===== config.mk =====
export PLATFORM = sky130hd
export DESIGN_NAME = uart_tx_feeder
export DESIGN_NICKNAME = d
export VERILOG_FILES = /design/src/rtl/uart_pkg.sv /design/src/rtl/uart_byte_fifo.sv /design/src/rtl/uart_tx_feeder.sv
export SDC_FILE = /design/constraint.sdc
export NUM_CORES = 1
export LEC_CHECK = 0
export CAP_MARGIN = 20
export CELL_PAD_IN_SITES_DETAIL_PLACEMENT = 2
export CELL_PAD_IN_SITES_GLOBAL_PLACEMENT = 2
export CORE_MARGIN = 8
export CORE_UTILIZATION = 46
export DETAILED_ROUTE_END_ITERATION = 10
export PLACE_DENSITY_LB_ADDON = 0.1
export SLEW_MARGIN = 20
export SYNTH_ARGS = -nofsm -noshare
export SYNTH_HDL_FRONTEND = slang
export SYNTH_SLANG_ARGS = --single-unit

===== constraint.sdc =====
create_clock -name clk -period 5.9 [get_ports clk]
set_input_delay 1.475 -clock clk [delete_from_list [all_inputs] [get_ports clk]]
set_output_delay 1.475 -clock clk [all_outputs]
set_load 0.1 [all_outputs]

===== src/rtl/uart_pkg.sv =====
// Shared UART definitions: byte width and the launch-controller state encoding.
package uart_pkg;

  localparam int UART_DATA_W = 8;

  typedef enum logic [1:0] {
    IDLE      = 2'd0,
    WAIT_BUSY = 2'd1,
    WAIT_DONE = 2'd2
  } tx_feed_state_t;

endpackage


===== src/rtl/uart_byte_fifo.sv =====
// Byte FIFO: storage, read/write pointers, occupancy count, full/empty flags and a
// one-cycle overflow pulse for rejected pushes. Flush clears the queue at the edge.
module uart_byte_fifo
  import uart_pkg::*;
#(
  parameter int DEPTH  = 8,
  parameter int DATA_W = UART_DATA_W,
  localparam int AW    = $clog2(DEPTH),
  localparam int CW    = AW + 1
) (
  input  logic              clk,
  input  logic              rst_n,
  input  logic              push,
  input  logic [DATA_W-1:0] push_data,
  input  logic              pop,
  input  logic              flush,
  output logic [DATA_W-1:0] head_data,
  output logic              full,
  output logic              empty,
  output logic [CW-1:0]     count,
  output logic              overflow
);

  localparam logic [AW-1:0] PTR_ONE = AW'(1);
  localparam logic [CW-1:0] CNT_ONE = CW'(1);
  localparam logic [CW-1:0] CNT_MAX = CW'(DEPTH);

  logic [DATA_W-1:0] mem_q [DEPTH];
  logic [DATA_W-1:0] mem_d [DEPTH];
  logic [AW-1:0]     wr_ptr_q, wr_ptr_d;
  logic [AW-1:0]     rd_ptr_q, rd_ptr_d;
  logic [CW-1:0]     count_q, count_d;
  logic              full_q, full_d;
  logic              empty_q, empty_d;
  logic              overflow_q, overflow_d;
  logic              push_ok_s;
  logic              pop_ok_s;

  // A push may use the slot freed by a same-cycle pop; flush overrides both.
  always_comb begin
    pop_ok_s   = pop & ~empty_q & ~flush;
    push_ok_s  = push & ~flush & (~full_q | pop_ok_s);
    overflow_d = push & full_q & ~pop_ok_s & ~flush;
  end

  // Next-state for storage, pointers and occupancy.
  always_comb begin
    mem_d    = mem_q;
    wr_ptr_d = wr_ptr_q;
    rd_ptr_d = rd_ptr_q;
    count_d  = count_q;
    if (flush) begin
      wr_ptr_d = '0;
      rd_ptr_d = '0;
      count_d  = '0;
    end else begin
      if (push_ok_s) begin
        mem_d[wr_ptr_q] = push_data;
        wr_ptr_d        = wr_ptr_q + PTR_ONE;
      end else begin
        wr_ptr_d = wr_ptr_q;
      end
      if (pop_ok_s) begin
        rd_ptr_d = rd_ptr_q + PTR_ONE;
      end else begin
        rd_ptr_d = rd_ptr_q;
      end
      case ({push_ok_s, pop_ok_s})
        2'b10:   count_d = count_q + CNT_ONE;
        2'b01:   count_d = count_q - CNT_ONE;
        default: count_d = count_q;
      endcase
    end
    full_d  = (count_d == CNT_MAX);
    empty_d = (count_d == '0);
  end

  // Register FIFO state and flags.
  always_ff @(posedge clk or negedge rst_n) begin
    if (!rst_n) begin
      mem_q      <= '{default: '0};
      wr_ptr_q   <= '0;
      rd_ptr_q   <= '0;
      count_q    <= '0;
      full_q     <= 1'b0;
      empty_q    <= 1'b1;
      overflow_q <= 1'b0;
    end else begin
      mem_q      <= mem_d;
      wr_ptr_q   <= wr_ptr_d;
      rd_ptr_q   <= rd_ptr_d;
      count_q    <= count_d;
      full_q     <= full_d;
      empty_q    <= empty_d;
      overflow_q <= overflow_d;
    end
  end

  assign head_data = mem_q[rd_ptr_q];
  assign full      = full_q;
  assign empty     = empty_q;
  assign count     = count_q;
  assign overflow  = overflow_q;

endmodule


===== src/rtl/uart_tx_feeder.sv =====
// Launch controller in front of the UART transmitter: buffers bytes and issues one
// single-cycle start strobe per byte when the transmitter is idle. A byte whose strobe
// is never acknowledged by tx_busy within BUSY_TIMEOUT cycles is abandoned.
module uart_tx_feeder
  import uart_pkg::*;
#(
  parameter int DEPTH        = 8,
  parameter int DATA_W       = UART_DATA_W,
  parameter int BUSY_TIMEOUT = 4
) (
  input  logic                     clk,
  input  logic                     rst_n,
  input  logic                     wr_en,
  input  logic [DATA_W-1:0]        wr_data,
  input  logic                     flush,
  output logic                     full,
  output logic                     empty,
  output logic [$clog2(DEPTH):0]   count,
  output logic                     overflow,
  input  logic                     tx_busy,
  output logic                     tx_start,
  output logic [DATA_W-1:0]        tx_data
);

  localparam int TW = $clog2(BUSY_TIMEOUT) + 1;
  localparam logic [TW-1:0] TMO_LAST = TW'(BUSY_TIMEOUT - 1);
  localparam logic [TW-1:0] TMO_ONE  = TW'(1);

  tx_feed_state_t    state_q, state_d;
  logic              tx_start_q, tx_start_d;
  logic [DATA_W-1:0] tx_data_q, tx_data_d;
  logic [TW-1:0]     tmo_q, tmo_d;
  logic              pop_s;
  logic [DATA_W-1:0] head_s;
  logic              fifo_empty_s;

  uart_byte_fifo #(
    .DEPTH  (DEPTH),
    .DATA_W (DATA_W)
  ) u_fifo (
    .clk       (clk),
    .rst_n     (rst_n),
    .push      (wr_en),
    .push_data (wr_data),
    .pop       (pop_s),
    .flush     (flush),
    .head_data (head_s),
    .full      (full),
    .empty     (fifo_empty_s),
    .count     (count),
    .overflow  (overflow)
  );

  // Launch FSM next-state: pop and strobe from IDLE, then track the busy handshake.
  always_comb begin
    state_d    = state_q;
    tx_start_d = 1'b0;
    tx_data_d  = tx_data_q;
    tmo_d      = tmo_q;
    pop_s      = 1'b0;
    case (state_q)
      IDLE: begin
        if (!fifo_empty_s && !tx_busy && !flush) begin
          pop_s      = 1'b1;
          tx_data_d  = head_s;
          tx_start_d = 1'b1;
          tmo_d      = '0;
          state_d    = WAIT_BUSY;
        end else begin
          state_d = IDLE;
        end
      end
      WAIT_BUSY: begin
        if (tx_busy) begin
          tmo_d   = '0;
          state_d = WAIT_DONE;
        end else if (tmo_q == TMO_LAST) begin
          // Transmitter never took the byte: drop it rather than re-queue.
          tmo_d   = '0;
          state_d = IDLE;
        end else begin
          tmo_d   = tmo_q + TMO_ONE;
          state_d = WAIT_BUSY;
        end
      end
      WAIT_DONE: begin
        if (!tx_busy) begin
          state_d = IDLE;
        end else begin
          state_d = WAIT_DONE;
        end
      end
      default: begin
        tmo_d   = '0;
        state_d = IDLE;
      end
    endcase
  end

  // Launch FSM state, timeout counter and registered transmitter outputs.
  always_ff @(posedge clk or negedge rst_n) begin
    if (!rst_n) begin
      state_q    <= IDLE;
      tx_start_q <= 1'b0;
      tx_data_q  <= '0;
      tmo_q      <= '0;
    end else begin
      state_q    <= state_d;
      tx_start_q <= tx_start_d;
      tx_data_q  <= tx_data_d;
      tmo_q      <= tmo_d;
    end
  end

  assign empty    = fifo_empty_s;
  assign tx_start = tx_start_q;
  assign tx_data  = tx_data_q;

endmodule

==> results.yml <==
outcome:
  outcome: "complete, no violations"
worst_setup_path:
  crit_type: "in -> reg"
  reg2reg_slack_ns: 2.72
  slowest_stage: "or4_4"
  worstSetupEndpointType: "flop"
  max_stage_delay_ns: 0.53
  crit_chain: "clkdlybuf4s50_1, buf_4, or4_4, o21ai_2, nand2_1, ha_1, xor2_1, ha_1, a21oi_1, mux2i_1, xnor2_1, nor4bb_1"
  worstPathRequired_ns: 6.17
  rr_startpoint: "state_q[1]"
  critPathLaunch: "flush"
  arrival_ns: 4.65
  critPathMaxFanout: 17
  cp-start-kind: "primary input"
  cpMostUsedCell: "ha_1"
place:
  post-place-ws_ns: 1.114
  dpl_cell_area_um2: 4651
  dpl.hpwl_mm: 6.686
  io_buffers: 28
  dp.cells: 425
  gp_congestion: 0.7238
clocking:
  cts_tree: "built"
  path_clk_slew_ns: 0.09
  clk_latency_ns: 0.37
  post-cts-setup-buffers: 0
  h-tree-depth: 3
  root_buffer: "clkbuf_8"
  clk_path_buf_depth: 2
  ctsHoldBuffers: 0
  numCtsBuffers: 9
  cts_sinks: 91
  cts.repair.resized: 0
timing:
  slew_headroom: 0.3402
  hold_viol_final: 0
  period_share: 0.7433
  tightestPinTransition_ns: 0.9866
  max_clock_freq_mhz: 228.0
  report.final.slew_viol_count: 0
  tns_ns: 0
  post-route-min-period_ns: 4.386
  finalWorstSetupSlack_ns: 1.514
  rsz0062_at_grt: "no"
  setup-violations-final: 0
  fin_skew_ns: 0.009472
pwr:
  sequentialPowerShare: 0.458
  pwr-share-clk: 0.232
  ir_drop_v: 0.0003109
  powerDensity_nw_per_um2: 357.3
  power.share.combinational: 0.309
  p_sw_uw: 649.9
  p_int_mw: 1.078
  p_sw_frac: 0.3761
  total_power_mw: 1.728
  p_leak_nw: 2.206
logic_synthesis:
  syn-instance-count: 298
  ys.flop_type: "dfrtp_1"
  synth_cell_types: 48
  yosysWarnings: 0
  syn_nets: 317
  synth_top_area_share: 0.5263
  synth_area_leaders: "dfrtp_1, mux2_2, mux4_2, mux2_4, mux2i_1"
  synth.largest_area_cell: "dfrtp_1"
  avgSynthCellArea_um2: 14.36
  synth_area_um2: 4279
  synth_seq_area_share: 0.5325
  ys_async_sr_fraction: 1.000
  ys_ff_latch: 91
  synth_edf_count: 0
layout:
  drive_above_1_share: 0.3485
  finalInstanceArea_um2: 4837
  final_common_cell: "dfrtp_1"
  insertedDiodeCount: 0
  nNetsFinal: 344
  regArea_um2: 2278
  multi_input_area_um2: 1911
  area_growth_pct: 13.04
  nFillCells: 856
  instances_no_fill: 441
  final_cell_mix: "dfrtp_1, mux2_2, clkdlybuf4s50_1"
die:
  row_count: 35
  core_um2: 9153
  die_area_um2: 12650
  initial_core_util: 0.4675
  dieWidth_um: 112.5
  die_h_um: 112.5
  pin_count: 29
drt:
  drc: 0
  antenna_left: 0
  post_drt_wl_per_cell_um: 22.63
  drt-total-wl_mm: 9.979
  viasPerCell: 5.760
  vias: 2540
  firstDrtPassIters: 3
  first_iter_violations: 89
global_routing:
  grt_pass1_vias: 2948
  grt_pass1_wl_mm: 16.33
  grt_use_total: 0.1701
  grt_overflow_total: 0
  antenna_found_initial: 0
  grt_max_degree: 64
min_path:
  hold_path.class: "reg -> reg"
  min_from: "u_fifo.mem_q[15]"
run:
  maxCapViolations: 0
[cell families (layout without fill, tap and decap cells)]
| group | after synthesis | count (layout) | share of synthesized area |
|---|---|---|---|
| buffers and inverters | 20 | 52 | 0.02105 |
| DFF | 91 | 91 | 0.5325 |
| muxes | 92 | 92 | 0.2880 |
| adders and majority gates | 6 | 6 | 0.01754 |
| xor gates and xnor gates | 5 | 5 | 0.01023 |
| and+or+nand+nor | 55 | 55 | 0.08801 |
| AOI/OAI and AO/OA | 29 | 29 | 0.04269 |
[critical path, delay by kind of cell]
kind | cells | cell delay, ns
AND/OR/NAND/NOR | 3 | 0.97
multiplexers | 1 | 0.23
XOR/XNOR | 2 | 0.38
AO/OA/AOI/OAI | 2 | 0.49
adder cells (fa/ha/maj) | 2 | 0.50
buffers and inverters | 2 | 0.60
[routing by layer]
metal  wire length [µm]  track usage  part of all wire
met3                339      0.03811             0.034
met5                  0            0                 0
met4                149      0.06205             0.015
met2               5192       0.2935              0.52
met1               4298       0.2039              0.43
[power groups by stage]
stage                     registers (mW)  logic [mW]  clock network (mW)
after floorplan                     1.01       0.181                   0
after global placement             0.797       0.525                   0
after detailed placement           0.806       0.540                   0
after CTS                          0.794       0.543               0.416
after global routing               0.806       0.568               0.437
final                              0.792       0.535               0.401
[worst paths after layout]
path	to	depth (start not counted)
setup / recovery	u_fifo.full	12
setup reg to reg	u_fifo.full	10
hold / removal	u_fifo.mem_q[15]	1
hold reg to reg	u_fifo.mem_q[15]	1
min in group asynchronous	u_fifo.count[1]	1
max in group asynchronous	u_fifo.mem_q[47]	2
[through the flow]
stage	hold WS (ns)	utilization
2_1_floorplan	0.4586	-
3_3_place_gp	0.4820	0.5081
3_5_place_dp	0.4944	0.5081
4_1_cts	0.5124	0.5285
5_1_grt	0.5317	0.5285
6_report	0.5113	0.5285
[area by class of cell]
type,count,share of cell area
Inverter,4,0.003104
Tap cell,111,0.02871
Clock buffer,11,0.02923
Sequential cell,91,0.4710
Clock inverter,5,0.009312
Multi-Input combinational cell,187,0.3950
Timing Repair Buffer,32,0.06363
[sequential cells by signal (all words and copies together), names as in the netlist, 2 cells and up]
signal / cells
state_q: 2
tmo_q: 3
tx_data: 8
u_fifo.count: 4
u_fifo.mem_q: 64
u_fifo.rd_ptr_q: 3
u_fifo.wr_ptr_q: 3
[cells in the mapped netlist (2+ instances only)]
cell type and count:
dfrtp_1 90, mux2_2 57, nor2_1 22, mux4_2 16, a21oi_1 13, mux2i_1 11, clkbuf_1 9, mux2_4 8
ha_1 6, o21ai_0 6, inv_1 4, nand2_1 4, nand3_1 4, nor2b_1 4, xor2_1 4, buf_2 3
nand2b_1 3, and2_1 2, buf_1 2, nor4_4 2
No activity file was read; power rests on OpenSTA's default activity.
==> patch 1 (same settings) <==
Take the reset off `tx_data_q` and load it in a clocked block of its own.
--- a/src/rtl/uart_tx_feeder.sv
+++ b/src/rtl/uart_tx_feeder.sv
@@ -104,3 +104,2 @@
       tx_start_q <= 1'b0;
-      tx_data_q  <= '0;
       tmo_q      <= '0;
@@ -109,5 +108,8 @@
       tx_start_q <= tx_start_d;
-      tx_data_q  <= tx_data_d;
       tmo_q      <= tmo_d;
     end
+  end
+
+  always_ff @(posedge clk) begin
+    tx_data_q <= tx_data_d;
   end
Behaviour: differs if rst_n is asserted again (counterexample within 4 cycles, from zero or initial values and one cycle with rst_n low); with rst_n held inactive, the same outputs for 4 cycles.
==> patch 1 against the unedited design <==
Sequential cell count unchanged; synthesized area shrank 1.1%; core utilization up 0.14 points; largest cell class unchanged; fmax grew 1.0%; setup slack improved by 45 ps; cell area is 0.70% lower; routed wire length is 4.5% lower.
Power is not compared: it rests on default switching activity, and its combinational part moved more than twofold at a synthesized area within 25%.
==> patch 1: results <==
export IMPL_status="completed"
export IMPL_largest_reg_flops=64
export IMPL_synth_edf_count=8
export IMPL_r2r_slack_ps=2750
export IMPL_place_congestion=0.728
export IMPL_synth_xor_area_frac=0.0103
export IMPL_synth_async_reset_ratio=0.912
export IMPL_synth_adder_area_share=0.0177
export IMPL_synth_compound_area_frac=0.0325
export IMPL_dpl_instance_area_um2=4600
export IMPL_track_usage=0.165
export IMPL_dr_pass1_iters=4
export IMPL_grt_max_degree=84
export IMPL_slowest_stage="or4_1"
export IMPL_min_to="tmo_q[2]$_DFFE_PN0P_"
export IMPL_nNetsFinal=327
export IMPL_ys_top_cells_by_count="82 x dfrtp_1, 65 x mux2_2, 16 x mux4_2"
export IMPL_via_count=2451
export IMPL_fin_skew_ps=9.81
export IMPL_cpPeakStageDelay_ps=500
export IMPL_tightest_slew_ps=984
export IMPL_yosysSeqAreaShare=0.548
export IMPL_cp_arrival_ps=4600
export IMPL_wl_per_cell_um=22.5
export IMPL_syn_num_nets=299
export IMPL_period_needed_ps=4340
export IMPL_min_from="tmo_q[2]$_DFFE_PN0P_"
export IMPL_dp_hpwl_mm=6.22
export IMPL_largest_register="u_fifo.mem_q"
export IMPL_cts_resized_gates=0
export IMPL_drtIter0Drc=64
export IMPL_layout_drive_gt1_share=0.383
export IMPL_grt_pass1_vias=2781
export IMPL_synthMuxAreaShare=0.291
patch 1: cell types whose count changed after synthesis, sizes merged, moves of 3 or more:
cell and delta:
clkbuf -4, dfrtp -8, mux2 +8, nand2 +3, a21oi -8, mux2i -9
edfxtp +8, nor2 -10
patch 1: final cells by class:
class / instances / area, um^2
clock buffer: 10 / 128
tap: 111 / 139
fill: 842 / 4260
timing repair buffer: 30 / 297
multi-input combinational: 170 / 1830
inverter: 6 / 22.5
sequential: 91 / 2320
clock inverter: 6 / 70.1
patch 1: how the worst max path moves through the flow:
| stage | start | endpoint | cells after the start |
|---|---|---|---|
| 5_1_grt | flush | u_fifo.full$_DFF_PN0_ | 12 |
| 4_1_cts | flush | u_fifo.full$_DFF_PN0_ | 12 |
| 3_5_place_dp | flush | u_fifo.full$_DFF_PN0_ | 12 |
| 6_report | flush | u_fifo.full$_DFF_PN0_ | 12 |
| 3_3_place_gp | flush | u_fifo.full$_DFF_PN0_ | 12 |
| 2_1_floorplan | flush | u_fifo.full$_DFF_PN0_ | 11 |
patch 1: power by group through the flow:
stage | registers (uW) | clock network [uW] | logic, uW
2_1_floorplan | 799 | 0 | 158
3_3_place_gp | 769 | 0 | 255
3_5_place_dp | 777 | 0 | 268
4_1_cts | 766 | 448 | 270
5_1_grt | 775 | 474 | 288
6_report | 765 | 433 | 265
patch 1: routing by layer:
| metal | up-vias | wire length, um | track usage |
|---|---|---|---|
| met5 | - | 0 | 0 |
| li1 | 1090 | - | - |
| met3 | 9 | 294 | 0.0330 |
| met4 | 0 | 104 | 0.0629 |
| met2 | 31 | 4870 | 0.274 |
| met1 | 1321 | 4260 | 0.206 |
patch 1: logic make-up (layout without fill, tap and decap cells):
group / after synthesis / after routing
mux: 91 / 91
flops: 91 / 91
simple gates: 48 / 48
buf+inv: 19 / 52
fa+ha+maj: 6 / 6
xor+xnor: 5 / 5
compound gates: 20 / 20
patch 1: worst max-delay path: cells and delay by family:
kind,cells,cell delay (ps)
compound gates,2,460
xor+xnor,2,380
fa+ha+maj,2,490
buf+inv,2,590
mux,1,250
simple gates,3,950
patch 1: through the flow:
stage          hold slack [ps]  power (uW)  instances
6_report                   510        1460        424
5_1_grt                    523        1540        424
4_1_cts                    512        1480        424
3_5_place_dp               488        1050        408
3_3_place_gp               482        1020        408
2_1_floorplan              459         957        280
==> patch 2 (same flow settings) <==
Without the edit above. The parameter `BUSY_TIMEOUT` goes from 4 to 2.
--- a/src/rtl/uart_tx_feeder.sv
+++ b/src/rtl/uart_tx_feeder.sv
@@ -8,3 +8,3 @@
   parameter int DATA_W       = UART_DATA_W,
-  parameter int BUSY_TIMEOUT = 4
+  parameter int BUSY_TIMEOUT = 2
 ) (
Check against the original RTL: not equivalent (a bounded check fails within 10 cycles, from zero or initial values and one cycle with rst_n low).
==> patch 2 against the unedited design <==
Cell area decreased by 3.8%; largest cell class unchanged; final cell count decreased by 3.2%; sequential cell count decreased by 1; global-route usage down 0.93 points; die area is 3.4% lower; routed wire length down 6.8%; clock power fell by 7.5%; synthesized area fell by 3.9%; setup slack got worse by 170 ps; power is 0.83% lower; sequential power is 1% higher.
==> patch 2: results <==
export IMPL_largest_register="u_fifo.mem_q"
export IMPL_synth_warnings=0
export IMPL_drtIter0Drc=79
export IMPL_num_fill_cells=822
export IMPL_ys_top_cells_by_count="89 x dfrtp_1, 57 x mux2_2, 18 x nand2_1"
export IMPL_yosysSeqAreaShare=0.548
export IMPL_layout_drive_gt1_share=0.339
export IMPL_nNetsFinal=333
export IMPL_reg2regPathDepth=11
export IMPL_grt_max_degree=47
export IMPL_worstHoldPathCells=2
export IMPL_htree_num_levels=3
export IMPL_status="completed"
export IMPL_cts_made_buffers=9
export IMPL_cts_setup_buffers=0
export IMPL_grt_pass1_wl_mm=15.7
export IMPL_fin_skew_ps=14.0
export IMPL_synth_top_cells_by_area="dfrtp_1 54%, mux2_2 16%, mux4_2 8.8%"
export IMPL_cp_max_fo=22
export IMPL_leakage_uw=0.00210
export IMPL_ir_drop_v=0.000155
export IMPL_dpl_instance_area_um2=4490
export IMPL_ys_types=36
export IMPL_dr_pass1_iters=4
export IMPL_dp_hpwl_mm=6.23
export IMPL_diodes=0
export IMPL_syn_num_nets=304
export IMPL_hp_class="flop to flop"
export IMPL_clk_transition_reported_paths_ps=100
export IMPL_relSlewSlack=0.336
export IMPL_place_congestion=0.746
export IMPL_track_usage=0.161
export IMPL_cts_root_buf="clkbuf_8"
export IMPL_clock_latency_ps=350
export IMPL_via_count=2426
export IMPL_cts_buffer_depth=2
export IMPL_io_buffers=28
export IMPL_wl_per_cell_um=21.8
export IMPL_synth_async_reset_ratio=1.00
export IMPL_grt_pass1_vias=2748
patch 2: cell types whose count changed after synthesis, sizes merged, moves of 2 or more:
cell    change
nand2      +14
a21oi      -11
nor2        -7
o21ai       +7
xor2        +3
buf         -2
inv         -2
mux2i       -2
nand3b      +2
nor2b       -2
or2         +2
or4b        -2
patch 2: final cells by class:
class / count / share of cell area
Timing Repair Buffer: 31 / 0.0645
Tap cell: 108 / 0.0290
Clock inverter: 6 / 0.00914
Clock buffer: 9 / 0.0266
Inverter: 2 / 0.00161
Multi-Input combinational cell: 181 / 0.385
Sequential cell: 90 / 0.484
patch 2: worst max-delay path, cell delays in order:
cell and delay (ps):
clkdlybuf4s50_1 400, buf_4 200, or4_1 910, inv_1 310, ha_1 300, xor2_1 100
ha_1 200, a21oi_1 170, xor2_1 160, nor2_1 70, xnor2_1 260, nor4bb_1 250
patch 2: logic make-up (layout without fill, tap and decap cells):
logic type,count (synthesis),after routing,synth area share
fa+ha+maj,5,5,0.0152
simple gates,57,57,0.0752
xor+xnor,9,9,0.0192
mux,90,90,0.295
buf+inv,15,48,0.0158
compound gates,20,20,0.0317
flops,90,90,0.548
patch 2: power by group:
group	internal [uW]	switching, uW	total, uW
Sequential	729	72.5	802
Clock	151	219	371
Combinational	190	351	541
Total	1070	643	1710
patch 2: final timing paths:
path / startpoint / endpoint / slack (ps)
setup / recovery: flush / u_fifo.full$_DFF_PN0_ / 1340
hold / removal: tx_data[5]$_DFFE_PN0N_ / tx_data[5]$_DFFE_PN0N_ / 490
setup reg to reg: state_q[1]$_DFF_PN0_ / u_fifo.full$_DFF_PN0_ / 2490
hold reg to reg: tx_data[5]$_DFFE_PN0N_ / tx_data[5]$_DFFE_PN0N_ / 490
max in group asynchronous: rst_n / u_fifo.mem_q[2]$_DFFE_PN0P_ / 3770
min in group asynchronous: rst_n / u_fifo.overflow$_DFF_PN0_ / 1110
patch 2: through the flow:
step | setup slack (ps) | instances | utilization
global placement | 1220 | 412 | 0.517
CTS | 1300 | 427 | 0.536
detailed placement | 966 | 412 | 0.517
floorplan | 2190 | 286 | -
finish | 1340 | 427 | 0.536
global route | 1060 | 427 | 0.536
patch 2: routing by layer:
layer  wire, um  up-vias  track usage
met5          0        -            0
met1       4300     1306        0.207
met2       4710       25        0.267
met4         85        0       0.0405
met3        206        5       0.0352
li1           -     1090            -
